--- src/rtl/op_unit_exerciser_if.sv ---
// Operand/result bus between the self-test exerciser and the 4-bit operator
// unit, plus the byte stream that carries captured result records out.
interface op_unit_exerciser_if;
  logic [3:0] op_a;
  logic [3:0] op_b;
  logic [3:0] op_c;
  logic [3:0] op_d;
  logic [3:0] res_arith;
  logic [3:0] res_shift;
  logic [3:0] res_bitwise;
  logic [3:0] res_concat;
  logic [3:0] res_cond;
  logic       res_rel;
  logic       res_eq;
  logic       res_red;
  logic       res_logical;
  logic [7:0] tx_data;
  logic       tx_valid;
  logic       tx_ready;

  // Exerciser side: drives operands and the byte stream.
  modport master (
    output op_a, op_b, op_c, op_d,
    input  res_arith, res_shift, res_bitwise, res_concat, res_cond,
    input  res_rel, res_eq, res_red, res_logical,
    output tx_data, tx_valid,
    input  tx_ready
  );

  // Operator unit / byte sink side.
  modport slave (
    input  op_a, op_b, op_c, op_d,
    output res_arith, res_shift, res_bitwise, res_concat, res_cond,
    output res_rel, res_eq, res_red, res_logical,
    input  tx_data, tx_valid,
    output tx_ready
  );
endinterface

--- src/rtl/op_unit_exerciser.sv ---
// Self-test driver/checker for the 4-bit operator unit. Operands come from a
// 16-bit Fibonacci LFSR; each result set is checked against a golden model and
// streamed out as three bytes over a valid/ready interface.
module op_unit_exerciser #(
  parameter logic [15:0] SEED        = 16'hACE1,
  parameter int          NUM_VECTORS = 256
) (
  input  logic                       clk,
  input  logic                       rst_n,
  input  logic                       start,
  op_unit_exerciser_if.master        bus,
  output logic                       busy,
  output logic                       done,
  output logic [7:0]                 err_count,
  output logic                       err_seen,
  output logic [7:0]                 first_err_idx
);

  // An all-zero LFSR would lock up, so a zero seed is replaced by 1.
  localparam logic [15:0] SEED_EFF = (SEED == 16'h0000) ? 16'h0001 : SEED;
  localparam logic [7:0]  LAST_IDX = 8'(NUM_VECTORS - 1);

  typedef enum logic [2:0] {
    S_IDLE, S_DRIVE, S_SEND0, S_SEND1, S_SEND2, S_DONE
  } state_t;

  state_t      state, state_nxt;
  logic [15:0] ops;
  logic [15:0] lfsr;
  logic [7:0]  vec_cnt;
  logic [23:0] rec;
  logic [23:0] res_rec;
  logic        start_acc;
  logic        step;
  logic        tx_valid_c;
  logic [7:0]  tx_data_c;

  function automatic logic [15:0] lfsr_step(input logic [15:0] l);
    return {l[14:0], l[15] ^ l[13] ^ l[12] ^ l[10]};
  endfunction

  // Expected record, laid out exactly as the three transmitted bytes.
  function automatic logic [23:0] golden(input logic [15:0] o);
    logic [3:0] a, b, c, d;
    logic       rel;
    a   = o[15:12];
    b   = o[11:8];
    c   = o[7:4];
    d   = o[3:0];
    rel = (a > b);
    // b >> c already yields 0 for any c >= 4 on a 4-bit operand.
    return {b + c, b >> c, a & b, c[1:0], d[3:2],
            rel ? a : b, rel, a == d, |b, rel || (a > d)};
  endfunction

  function automatic logic [7:0] sat_inc(input logic [7:0] v);
    return (v == 8'hFF) ? v : v + 8'd1;
  endfunction

  assign res_rec = {bus.res_arith, bus.res_shift, bus.res_bitwise, bus.res_concat,
                    bus.res_cond, bus.res_rel, bus.res_eq, bus.res_red,
                    bus.res_logical};

  assign bus.op_a     = ops[15:12];
  assign bus.op_b     = ops[11:8];
  assign bus.op_c     = ops[7:4];
  assign bus.op_d     = ops[3:0];
  assign bus.tx_valid = tx_valid_c;
  assign bus.tx_data  = tx_data_c;

  // State register.
  always_ff @(posedge clk or negedge rst_n) begin
    if (!rst_n) state <= S_IDLE;
    else        state <= state_nxt;
  end

  // Next state and state-decoded outputs; tx_valid depends on state only.
  always_comb begin
    state_nxt  = state;
    tx_valid_c = 1'b0;
    tx_data_c  = 8'h00;
    busy       = 1'b0;
    done       = 1'b0;
    start_acc  = 1'b0;
    step       = 1'b0;
    case (state)
      S_IDLE, S_DONE: begin
        done = (state == S_DONE);
        if (start) begin
          start_acc = 1'b1;
          state_nxt = S_DRIVE;
        end
      end
      S_DRIVE: begin
        busy      = 1'b1;
        state_nxt = S_SEND0;
      end
      S_SEND0: begin
        busy       = 1'b1;
        tx_valid_c = 1'b1;
        tx_data_c  = rec[23:16];
        if (bus.tx_ready) state_nxt = S_SEND1;
      end
      S_SEND1: begin
        busy       = 1'b1;
        tx_valid_c = 1'b1;
        tx_data_c  = rec[15:8];
        if (bus.tx_ready) state_nxt = S_SEND2;
      end
      S_SEND2: begin
        busy       = 1'b1;
        tx_valid_c = 1'b1;
        tx_data_c  = rec[7:0];
        if (bus.tx_ready) begin
          if (vec_cnt == LAST_IDX) begin
            state_nxt = S_DONE;
          end else begin
            state_nxt = S_DRIVE;
            step      = 1'b1;
          end
        end
      end
      default: state_nxt = S_IDLE;
    endcase
  end

  // Operand generation, result capture and mismatch bookkeeping.
  always_ff @(posedge clk or negedge rst_n) begin
    if (!rst_n) begin
      ops           <= 16'h0000;
      lfsr          <= SEED_EFF;
      vec_cnt       <= 8'h00;
      rec           <= 24'h000000;
      err_count     <= 8'h00;
      err_seen      <= 1'b0;
      first_err_idx <= 8'h00;
    end else if (start_acc) begin
      ops           <= SEED_EFF;
      lfsr          <= SEED_EFF;
      vec_cnt       <= 8'h00;
      err_count     <= 8'h00;
      err_seen      <= 1'b0;
      first_err_idx <= 8'h00;
    end else if (state == S_DRIVE) begin
      rec <= res_rec;
      if (res_rec != golden(ops)) begin
        err_count <= sat_inc(err_count);
        if (!err_seen) begin
          err_seen      <= 1'b1;
          first_err_idx <= vec_cnt;
        end
      end
    end else if (step) begin
      lfsr    <= lfsr_step(lfsr);
      ops     <= lfsr_step(lfsr);
      vec_cnt <= vec_cnt + 8'd1;
    end
  end

endmodule

--- src/flat_wrapper.sv ---
// flat-port wrapper written by rule: the top's interface ports become plain ports
module op_unit_exerciser_flat 
#(
  parameter logic [15:0] SEED        = 16'hACE1,
  parameter int          NUM_VECTORS = 256
)
  (clk, rst_n, start, busy, done, err_count, err_seen, first_err_idx, bus_op_a, bus_op_b, bus_op_c, bus_op_d, bus_res_arith, bus_res_shift, bus_res_bitwise, bus_res_concat, bus_res_cond, bus_res_rel, bus_res_eq, bus_res_red, bus_res_logical, bus_tx_data, bus_tx_valid, bus_tx_ready);
  op_unit_exerciser_if bus_i ();
  input  logic clk;
  input  logic rst_n;
  input  logic start;
  output logic busy;
  output logic done;
  output logic [7:0] err_count;
  output logic err_seen;
  output logic [7:0] first_err_idx;
  output wire logic [$bits(bus_i.op_a)-1:0] bus_op_a;
  output wire logic [$bits(bus_i.op_b)-1:0] bus_op_b;
  output wire logic [$bits(bus_i.op_c)-1:0] bus_op_c;
  output wire logic [$bits(bus_i.op_d)-1:0] bus_op_d;
  input wire logic [$bits(bus_i.res_arith)-1:0] bus_res_arith;
  input wire logic [$bits(bus_i.res_shift)-1:0] bus_res_shift;
  input wire logic [$bits(bus_i.res_bitwise)-1:0] bus_res_bitwise;
  input wire logic [$bits(bus_i.res_concat)-1:0] bus_res_concat;
  input wire logic [$bits(bus_i.res_cond)-1:0] bus_res_cond;
  input wire logic [$bits(bus_i.res_rel)-1:0] bus_res_rel;
  input wire logic [$bits(bus_i.res_eq)-1:0] bus_res_eq;
  input wire logic [$bits(bus_i.res_red)-1:0] bus_res_red;
  input wire logic [$bits(bus_i.res_logical)-1:0] bus_res_logical;
  output wire logic [$bits(bus_i.tx_data)-1:0] bus_tx_data;
  output wire logic [$bits(bus_i.tx_valid)-1:0] bus_tx_valid;
  input wire logic [$bits(bus_i.tx_ready)-1:0] bus_tx_ready;
  assign bus_op_a = bus_i.op_a;
  assign bus_op_b = bus_i.op_b;
  assign bus_op_c = bus_i.op_c;
  assign bus_op_d = bus_i.op_d;
  assign bus_i.res_arith = bus_res_arith;
  assign bus_i.res_shift = bus_res_shift;
  assign bus_i.res_bitwise = bus_res_bitwise;
  assign bus_i.res_concat = bus_res_concat;
  assign bus_i.res_cond = bus_res_cond;
  assign bus_i.res_rel = bus_res_rel;
  assign bus_i.res_eq = bus_res_eq;
  assign bus_i.res_red = bus_res_red;
  assign bus_i.res_logical = bus_res_logical;
  assign bus_tx_data = bus_i.tx_data;
  assign bus_tx_valid = bus_i.tx_valid;
  assign bus_i.tx_ready = bus_tx_ready;
  op_unit_exerciser #(.SEED(SEED), .NUM_VECTORS(NUM_VECTORS)) u_core (.clk(clk), .rst_n(rst_n), .start(start), .bus(bus_i), .busy(busy), .done(done), .err_count(err_count), .err_seen(err_seen), .first_err_idx(first_err_idx));
endmodule
--- config.mk ---
export PLATFORM = sky130hd
export DESIGN_NAME = op_unit_exerciser_flat
export DESIGN_NICKNAME = d
export VERILOG_FILES = /design/src/rtl/op_unit_exerciser_if.sv /design/src/rtl/op_unit_exerciser.sv /design/src/flat_wrapper.sv
export SDC_FILE = /design/constraint.sdc
export NUM_CORES = 1
export LEC_CHECK = 0
export BUFFER_PORTS_ARGS = -buffer_cell sky130_fd_sc_hd__buf_2
export CORE_ASPECT_RATIO = 0.9
export CORE_MARGIN = 2
export CORE_UTILIZATION = 57
export DETAILED_ROUTE_END_ITERATION = 8
export GPL_ROUTABILITY_DRIVEN = 0
export PLACE_DENSITY_LB_ADDON = 0.2
export SYNTH_ARGS = -nofsm -noshare
export SYNTH_HDL_FRONTEND = slang
export SYNTH_SLANG_ARGS = --single-unit
export TNS_END_PERCENT = 100
--- constraint.sdc ---
create_clock -name clk -period 3.7 [get_ports clk]
set_input_delay 0 -clock clk [delete_from_list [all_inputs] [get_ports clk]]
set_output_delay 0 -clock clk [all_outputs]
set_load 0.01 [all_outputs]
==> impl_metrics.csv, run 1 <==
group,metric,value,unit
place,place_inst,635,
logic_synthesis,synth_top_area_share,38.2,%
logic_synthesis,synth.top_cells.by_area,"sky130_fd_sc_hd__dfrtp_1, sky130_fd_sc_hd__nand2_1, sky130_fd_sc_hd__ha_1, sky130_fd_sc_hd__dfstp_2, sky130_fd_sc_hd__mux2i_1",
cells_and_area,instances_no_fill,680,
setup_path,crit_path_start_kind,"flop",
logic_synthesis,synth_top_cell_by_area,"sky130_fd_sc_hd__dfrtp_1",
clock_tree,ctsRootBufferMaster,"sky130_fd_sc_hd__clkbuf_8",
global_route,pin_count_of_the_biggest_net_entering_global_routing,77,
timing,report.final.slew_viol_count,0,
logic_synthesis,synthesis.nets,537,
clock_tree,clock-sinks,76,
logic_synthesis,synthCells,490,
route,first_pass_iters,5,
outcome,status,"finished clean",
clock_tree,h-tree-depth,3,
route,drt-total-wl,11300,um
cells_and_area,final_nets,624,
clock_tree,cts_post_setup_buffers_inserted,0,
logic_synthesis,cell_variety_after_synth,62,
timing,final-hold-violation-count,0,
clock_tree,cts_resized,0,
logic_synthesis,syn_area_per_cell,9.09,um^2
timing,worst_slew_margin_relative_to_its_limit,36.3,%
setup_path,critical_path_class,"reg -> reg",
run,max_cap_violations,0,
floorplanning,design.die.area,8540,um^2
route,drt-wirelength-per-cell,16.6,um
floorplanning,top_level_ports,72,
floorplanning,start_util,59.0,%
logic_synthesis,synth-async-reset-ratio,100,%
logic_synthesis,yosysWarningCount,0,
cells_and_area,layout.core_utilization,71.2,%
logic_synthesis,post_synth_edffs,0,
power,vdd_drop_max,0.394,mV
cells_and_area,syn2layout_area_growth,20.6,%
timing,timing.clock.skew,0.00912,ns
setup_path,worst_setup_path_end_kind,"flop",
route,ant_nets,0,
timing,rsz0062_at_grt,"false",
setup_path,timing.reg2reg.setup_slack,0.63,ns
global_route,initial_antenna_violation_count,1,
place,io_buffers,71,
floorplanning,die_y,87.9,um
cells_and_area,stdcell_area,5370,um^2
clock_tree,clockBufferDepth,2,
place,post-dp-hpwl,7690,um
logic_synthesis,ys_seq_area_share,42.9,%
timing,fmax,325,MHz
cells_and_area,layout-drive-gt1-share,19.4,%
global_route,grt_pass1_wl,18300,um
route,drc,0,
global_route,globalRouteTotalUtil,27.3,%
floorplanning,coreArea,7540,um^2
logic_synthesis,synth_top_flop_cell,"sky130_fd_sc_hd__dfrtp_1",
timing,final_min_period_over_clock_period,83.1,%
min_path,worstHoldPathType,"in -> reg",
route,vias,3845,
route,via_cell_ratio,5.65,
route,initialDrtViolationCount,245,
floorplanning,chipWidth,97.2,um
timing,timing_worst_slew_pin_value,0.956,ns
setup_path,critical_path.max_fanout,12,
clock_tree,tritoncts,"done",
power,p_leak,0.00260,uW
timing,timing.final.setup_violations,0,
clock_tree,clkLatencyLatePin,0.35,ns
logic_synthesis,mappedNetlistArea,4450,um^2
power,power-per-cell-area,710,nW/um^2
logic_synthesis,synth.ff_latch_count,76,
timing,period_minus_slack,3.07,ns
clock_tree,clkTransAtPathRegs,0.08,ns
global_route,globalRouteOverflowTotal,0,
clock_tree,numCtsBuffers,9,
global_route,number_of_global_route_vias_before_repair,3716,
setup_path,cp_data_required_time,3.92,ns
place,placement.cell_area,4830,um^2
floorplanning,rows,30,
setup_path,cp.arrival,3.29,ns
timing,fin_setup_tns,0,ns
-- routing by layer --
metal	share of wire, %	track usage [%]
met5	0	0
met3	4.5	4.79
met2	47	42.5
met4	3.1	13.7
met1	46	37.6
-- final timing paths --
check / start / cells past startpoint / endpoint
max in group asynchronous: rst_n / 2 / u_core.lfsr[4]
hold reg to reg: u_core.lfsr[7] / 2 / u_core.lfsr[7]
min in group asynchronous: rst_n / 2 / u_core.err_count[1]
setup / recovery: u_core.lfsr[4] / 11 / u_core.first_err_idx[1]
setup reg to reg: u_core.lfsr[4] / 11 / u_core.first_err_idx[1]
hold / removal: start / 3 / u_core.state[0]
-- worst max-delay path: stages, from the launching register on --
cell	delay (ns)
sky130_fd_sc_hd__dfrtp_1	0.58
sky130_fd_sc_hd__ha_1	0.23
sky130_fd_sc_hd__inv_1	0.06
sky130_fd_sc_hd__fa_1	0.46
sky130_fd_sc_hd__xnor2_1	0.16
sky130_fd_sc_hd__nor3_1	0.16
sky130_fd_sc_hd__nand4_1	0.11
sky130_fd_sc_hd__nor4_1	0.29
sky130_fd_sc_hd__nand4_2	0.18
sky130_fd_sc_hd__nor4_4	0.43
sky130_fd_sc_hd__nor3_4	0.13
sky130_fd_sc_hd__mux2i_1	0.15
-- state kept, by name (all words and copies together), names as in the netlist --
register	count
u_core.err_seen	1
u_core.ops	8
u_core.err_count	8
u_core.first_err_idx	8
u_core.state	3
u_core.lfsr	16
u_core.vec_cnt	8
u_core.rec	24
-- Yosys cell counts, drive strengths merged, types with 2 or more instances --
cell	count
a211oi	2
xnor2	22
nor3	9
or3b	2
nand4b	2
and4	2
or2	2
clkbuf	14
a21oi	15
nand4	7
and4b	3
nand3	16
nand3b	3
o31ai	4
nand2	130
inv	19
ha	18
and3	7
mux2	3
o211ai	2
xor2	16
dfrtp	68
dfstp	8
nor4	7
o21ai	27
a2111oi	2
nor2b	2
a21o	2
mux2i	21
buf	13
nand2b	6
nor2	17
o22ai	2
-- stage by stage --
| stage | hold slack (ns) | setup WS, ns | total power, uW |
|---|---|---|---|
| 6_report | 0.0699 | 0.625 | 3810 |
| 2_1_floorplan | -0.296 | 1.05 | 2460 |
| 3_5_place_dp | 0.212 | 0.612 | 2930 |
| 4_1_cts | 0.0477 | 0.602 | 3810 |
| 3_3_place_gp | 0.210 | 0.782 | 2870 |
| 5_1_grt | 0.0858 | 0.372 | 4070 |
-- final cells by class --
class / instances / area [um^2]
Multi-Input combinational cell: 368 / 2330
Fill cell: 598 / 2170
Sequential cell: 76 / 1910
Timing Repair Buffer: 103 / 666
Clock buffer: 12 / 145
Clock inverter: 4 / 120
Tap cell: 96 / 120
Inverter: 19 / 71.3
Antenna cell: 2 / 5.00
-- where the power goes --
part           total, uW  leakage (uW)  switching [uW]  internal [uW]
logic               1570       0.00152             893            677
registers           1400      0.000944             296           1110
clock network        841      0.000131             305            536
-- cells in the final DEF (no fill, tap or decap), types with 16 or more instances in the layout --
cell type,instances
sky130_fd_sc_hd__ha_1,18
sky130_fd_sc_hd__nand2_1,130
sky130_fd_sc_hd__mux2i_1,21
sky130_fd_sc_hd__xor2_1,16
sky130_fd_sc_hd__buf_2,70
sky130_fd_sc_hd__o21ai_0,25
sky130_fd_sc_hd__inv_1,19
sky130_fd_sc_hd__dfrtp_1,68
sky130_fd_sc_hd__xnor2_1,22
sky130_fd_sc_hd__dlygate4sd3_1,27
sky130_fd_sc_hd__nand3_1,16
sky130_fd_sc_hd__nor2_1,17
-- kinds of logic after synthesis --
family                   count (synthesis)  share of synthesized area (%)
buffers and inverters                   46                           4.72
AND/OR/NAND/NOR                        220                           23.8
adder cells (fa/ha/maj)                 19                           5.51
AO/OA/AOI/OAI                           67                           9.98
XOR/XNOR                                38                           7.47
multiplexers                            24                           5.56
flip-flops                              76                           42.9
-- what timing repair did --
action                                  4_1_cts  5_1_grt
endpoints found under the setup margin        0        0
hold buffers                                 27        0
hold endpoints to repair                     93        0
(Power assumes the default switching activity.)
==> run 2: changes to the inputs <==
- CORE_UTILIZATION: 57 -> 51
- clock period: 3.7 -> 2.5 ns (I/O delays scaled with it)
==> run 2 against run 1 <==
  * The run now ends with setup timing left
  * Core utilization is 5.1 points lower
  * Fmax is 16% higher
  * Critical path depth is 1 higher
  * Clock-buffer cell count is 2 lower
  * Wire length is 1.7% higher
  * Sequential share of layout area is 1.6 points lower
  * Worst hold slack worse by 0.022 ns
  * Worst setup slack worse by 0.78 ns
  * Clock power is 38% higher
  * Sequential cell count stayed put
  * Final cell count is 7.1% higher
==> impl_metrics.csv, run 2 (synthesized netlist as in run 1, its figures left out) <==
group,metric,value,unit
floorplanning,top_level_ports,72,
cells_and_area,final_common_cell,"sky130_fd_sc_hd__nand2_1",
power,p_leak,0.00272,uW
setup_path,timing.reg2reg.setup_slack,-0.16,ns
setup_path,cp.arrival,2.95,ns
timing,final-hold-violation-count,0,
timing,setup_slack,-0.158,ns
clock_tree,h-tree-depth,3,
setup_path,critical_path_class,"reg -> reg",
setup_path,critical_path.max_fanout,8,
route,first_pass_iters,4,
place,preCtsSetupSlack,-0.149,ns
cells_and_area,insertedDiodeCount,0,
global_route,number_of_global_route_vias_before_repair,3819,
setup_path,crit_path_start_kind,"flop",
cells_and_area,layout.core_utilization,66.0,%
cells_and_area,largest_reg_flops,24,
outcome,violations_in_the_final_reports,"setup timing",
timing,fmax,376,MHz
global_route,pin_count_of_the_biggest_net_entering_global_routing,77,
floorplanning,coreArea,8530,um^2
timing,rsz0062_at_grt,"true",
route,drc,0,
route,drt-wirelength-per-cell,15.8,um
route,via_cell_ratio,5.31,
run,max_cap_violations,0,
power,power-per-cell-area,1030,nW/um^2
global_route,initial_antenna_violation_count,0,
clock_tree,numCtsBuffers,9,
min_path,worstHoldPathType,"in -> reg",
cells_and_area,most-common-layout-cells,"sky130_fd_sc_hd__nand2_1, sky130_fd_sc_hd__buf_2, sky130_fd_sc_hd__dfrtp_1",
cells_and_area,final_nets,651,
clock_tree,clockBufferDepth,2,
clock_tree,clkLatencyLatePin,0.35,ns
cells_and_area,largestRegisters,"u_core.rec (24), u_core.lfsr (16)",
clock_tree,clkTransAtPathRegs,0.08,ns
timing,final_min_period_over_clock_period,106,%
setup_path,worst_setup_path_end_kind,"flop",
cells_and_area,largest-register,"u_core.rec",
timing,period_minus_slack,2.66,ns
route,drt-total-wl,11500,um
global_route,grt_pass1_wl,18600,um
floorplanning,rows,32,
clock_tree,tritoncts,"done",
clock_tree,clock-sinks,76,
power,total_power,5800,uW
power,vdd_drop_max,0.412,mV
global_route,globalRouteOverflowTotal,0,
route,vias,3865,
timing,timing.final.setup_violations,17,
cells_and_area,syn2layout_area_growth,26.5,%
place,io_buffers,71,
timing,timing_worst_slew_pin_value,0.955,ns
clock_tree,ctsRootBufferMaster,"sky130_fd_sc_hd__clkbuf_8",
route,ant_nets,0,
floorplanning,start_util,52.2,%
place,post-dp-hpwl,8110,um
timing,timing.clock.skew,0.00936,ns
global_route,globalRouteTotalUtil,25.3,%
timing,report.final.slew_viol_count,0,
floorplanning,chipWidth,102,um
setup_path,cp_data_required_time,2.79,ns
floorplanning,design.die.area,9500,um^2
cells_and_area,layout-drive-gt1-share,24.8,%
route,initialDrtViolationCount,129,
outcome,status,"finished, violations left",
timing,worst_slew_margin_relative_to_its_limit,36.3,%
floorplanning,die_y,92.6,um
==> run 2: cell types whose count changed in the layout (fill, tap and decap cells not counted), moves of 2 or more <==
| cell | previous run | this run |
|---|---|---|
| sky130_fd_sc_hd__buf_4 | 6 | 32 |
| sky130_fd_sc_hd__clkbuf_1 | 2 | 0 |
| sky130_fd_sc_hd__dfrtp_1 | 68 | 65 |
| sky130_fd_sc_hd__dfrtp_2 | 0 | 3 |
| sky130_fd_sc_hd__diode_2 | 2 | 0 |
==> run 2: critical path: stages, from the launching register on <==
cell and delay (ns):
sky130_fd_sc_hd__dfrtp_2 0.43, sky130_fd_sc_hd__buf_4 0.17, sky130_fd_sc_hd__ha_1 0.19, sky130_fd_sc_hd__nor2b_1 0.13, sky130_fd_sc_hd__o211ai_1 0.19, sky130_fd_sc_hd__buf_4 0.19, sky130_fd_sc_hd__a211o_1 0.24, sky130_fd_sc_hd__o311a_1 0.13
sky130_fd_sc_hd__nand4_2 0.13, sky130_fd_sc_hd__nor4_4 0.06, sky130_fd_sc_hd__buf_4 0.15, sky130_fd_sc_hd__or4_1 0.49, sky130_fd_sc_hd__nand2_1 0.09
==> run 2: worst paths after layout <==
kind	endpoint	startpoint	cells past startpoint
setup / recovery	u_core.err_count[7]	u_core.lfsr[8]	12
hold / removal	u_core.state[0]	start	3
setup reg to reg	u_core.err_count[7]	u_core.lfsr[8]	12
hold reg to reg	u_core.lfsr[11]	u_core.lfsr[11]	2
max in group asynchronous	u_core.ops[10]	rst_n	2
min in group asynchronous	u_core.state[2]	rst_n	2
==> run 2: cell type report <==
class,count,area (um^2)
Clock buffer,10,138
Clock inverter,6,111
Fill cell,705,2900
Inverter,19,71.3
Multi-Input combinational cell,368,2370
Sequential cell,76,1920
Tap cell,119,149
Timing Repair Buffer,130,881
==> run 2: through the flow <==
step                std cells  instance area (um^2)  hold slack, ns  setup TNS [ns]
floorplan                 490                  4480          -0.296         -0.0537
detailed placement        684                  5090           0.219           -1.65
finish                    728                  5630          0.0476          -0.975
global route              728                  5630           0.106           -3.60
global placement          684                  5090           0.212          -0.560
CTS                       727                  5620          0.0293           -1.16
==> run 2: timing repair <==
action,CTS,global route
pin swaps,4,2
setup endpoints to repair,17,17
hold buffers,27,0
resized for setup,2,2
endpoints found under the hold margin,93,0
setup buffers,0,1
==> run 2: report_power, final <==
group / leakage (uW) / total [uW] / internal, uW / switching, uW
Combinational: 0.00166 / 2700 / 1190 / 1510
Sequential: 0.000942 / 1940 / 1640 / 297
Clock: 0.000122 / 1160 / 690 / 469
==> run 2: metal layers <==
| layer | vias up | routed length (um) | global-route usage [%] |
|---|---|---|---|
| li1 | 1893 | - | - |
| met1 | 1835 | 5450 | 35.2 |
| met2 | 113 | 5280 | 40.1 |
| met3 | 24 | 517 | 3.85 |
| met4 | 0 | 258 | 9.00 |
| met5 | - | 0 | 0 |
==> run 3: changes to the inputs <==
- clock period: 2.5 -> 2.3 ns (I/O delays scaled with it)
==> run 3 against run 2 <==
  * The run still ends with setup timing left
  * Combinational power rose by 14%
  * Worst hold slack better by 0.013 ns
  * Clock power rose by 3%
  * Fmax about the same
  * Non-clock buffer count increased by 19
  * Die area did not move
  * Largest cell class unchanged
==> impl_metrics.csv, run 3 (synthesized netlist as in run 1, its figures left out) <==
group,metric,value,unit
min_path,min_delay_path_depth,3,
floorplanning,coreArea,8530,um^2
route,drc,0,
power,total_power,6400,uW
clock_tree,clkTransAtPathRegs,0.08,ns
clock_tree,numCtsBuffers,9,
global_route,number_of_global_route_vias_before_repair,3934,
cells_and_area,largest_reg_flops,24,
timing,fmax,376,MHz
route,via_cell_ratio,5.35,
global_route,gr-usage-met2,42.0,%
min_path,worstHoldPathType,"in -> reg",
setup_path,crit_path_start_kind,"flop",
cells_and_area,insertedDiodeCount,0,
setup_path,cp_data_required_time,2.55,ns
setup_path,path_depth_of_the_worst_reg2reg_path,11,
global_route,use_met3,5.74,%
power,power-per-cell-area,1100,nW/um^2
cells_and_area,final_nets,670,
setup_path,worst_setup_path_end_kind,"flop",
setup_path,cp.arrival,2.91,ns
timing,timing.clock.skew,0.0112,ns
route,drt-wirelength-per-cell,16.0,um
setup_path,crit_path_start,"u_core.lfsr[8]",
timing,setup_slack,-0.356,ns
timing,final-hold-violation-count,0,
global_route,grt_pass1_wl,19400,um
global_route,initial_antenna_violation_count,0,
setup_path,reg2reg_to,"u_core.err_count[1]",
cells_and_area,largest-register,"u_core.rec",
timing,worst_slew_margin_relative_to_its_limit,54.3,%
cells_and_area,stdcell_area,5800,um^2
place,post-dp-hpwl,8470,um
power,p_leak,0.00282,uW
timing,period_minus_slack,2.66,ns
place,io_buffers,71,
floorplanning,start_util,52.2,%
floorplanning,design.die.area,9500,um^2
outcome,violations_in_the_final_reports,"setup timing",
min_path,worst_hold_startpoint,"start",
route,vias,3997,
route,drt-total-wl,11900,um
power,vdd_drop_max,0.629,mV
timing,rsz0062_at_grt,"true",
place,placement.cell_area,5260,um^2
place,preCtsSetupSlack,-0.411,ns
clock_tree,clock-sinks,76,
clock_tree,ctsRootBufferMaster,"sky130_fd_sc_hd__clkbuf_8",
outcome,status,"finished, violations left",
run,max_cap_violations,0,
clock_tree,tritoncts,"done",
global_route,globalRouteOverflowTotal,0,
route,first_pass_iters,5,
floorplanning,top_level_ports,72,
cells_and_area,largestRegisters,"u_core.rec (24), u_core.lfsr (16)",
cells_and_area,syn2layout_area_growth,30.1,%
global_route,globalRouteTotalUtil,26.5,%
timing,final_min_period_over_clock_period,115,%
setup_path,critical_path_class,"reg -> reg",
global_route,pin_count_of_the_biggest_net_entering_global_routing,51,
cells_and_area,instances_no_fill,747,
floorplanning,die_y,92.6,um
route,ant_nets,0,
cells_and_area,layout-drive-gt1-share,28.0,%
min_path,hold-path-endpoint,"u_core.state[0]",
global_route,global_route.usage.met1,36.4,%
clock_tree,h-tree-depth,3,
place,place_inst,702,
cells_and_area,final_common_cell,"sky130_fd_sc_hd__nand2_1",
clock_tree,clkLatencyLatePin,0.36,ns
global_route,globalRoute.busiestLayer,"met2",
clock_tree,clockBufferDepth,2,
floorplanning,rows,32,
setup_path,timing.reg2reg.setup_slack,-0.36,ns
timing,report.final.slew_viol_count,0,
cells_and_area,most-common-layout-cells,"sky130_fd_sc_hd__nand2_1, sky130_fd_sc_hd__buf_2, sky130_fd_sc_hd__dfrtp_1",
setup_path,critical_path.max_fanout,8,
timing,timing.final.setup_violations,17,
setup_path,regToRegStartpoint,"u_core.lfsr[8]",
route,initialDrtViolationCount,171,
timing,fin_setup_tns,-4.83,ns
floorplanning,chipWidth,102,um
timing,timing_worst_slew_pin_value,0.685,ns
==> run 3: changes by cell type in the layout (fill, tap and decap cells not counted), sizes merged <==
cell	previous run	this run
clkinv	2	0
bufinv	3	2
clkbuf	10	13
buf	103	122
==> run 3: worst max path at each step <==
stage	endpoint
6_report	u_core.err_count[1]
5_1_grt	u_core.err_count[1]
4_1_cts	u_core.err_count[1]
3_5_place_dp	u_core.err_count[1]
3_3_place_gp	u_core.err_count[1]
2_1_floorplan	u_core.err_count[1]
==> run 3: final cells by class <==
class                           instances  area [um^2]
Sequential cell                        76         1920
Fill cell                             715         2730
Tap cell                              119          149
Clock inverter                          3         67.6
Inverter                               19         71.3
Clock buffer                           13          169
Multi-Input combinational cell        368         2380
Timing Repair Buffer                  149         1040
==> run 3: critical path: stages, from the launching register on <==
cell,delay (ns)
sky130_fd_sc_hd__dfrtp_2,0.43
sky130_fd_sc_hd__ha_4,0.17
sky130_fd_sc_hd__inv_2,0.05
sky130_fd_sc_hd__fa_1,0.45
sky130_fd_sc_hd__xnor2_2,0.17
sky130_fd_sc_hd__nor4_2,0.14
sky130_fd_sc_hd__and4_1,0.23
sky130_fd_sc_hd__nand4_1,0.09
sky130_fd_sc_hd__nor4_2,0.28
sky130_fd_sc_hd__a21oi_2,0.16
sky130_fd_sc_hd__and3_1,0.18
sky130_fd_sc_hd__a31o_2,0.21
==> run 3: where the power goes <==
group          total [uW]  switching (uW)  internal, uW
registers            2110             320          1790
logic                3090            1690          1400
clock network        1200             502           701
total                6400            2510          3890
==> run 3: metal layers <==
| metal | routed length (um) | vias to the layer above |
|---|---|---|
| met2 | 5700 | 121 |
| li1 | - | 1932 |
| met5 | 0 | - |
| met3 | 613 | 18 |
| met4 | 193 | 0 |
| met1 | 5440 | 1926 |
==> run 3: per-stage QoR <==
stage               hold WS, ns  utilization, %
floorplan                -0.296               -
finish                   0.0610            68.0
global route             0.0909            68.0
CTS                      0.0496            67.6
global placement         0.0889            61.6
detailed placement       0.0915            61.6
==> run 3: what timing repair did <==
action                                  CTS  global route
pin swaps                                 3             3
gates resized for setup                   0             4
cloned                                    0             0
hold endpoints to repair                 74             0
setup buffers                             0             2
hold buffers                             27             0
endpoints found under the setup margin   17            17
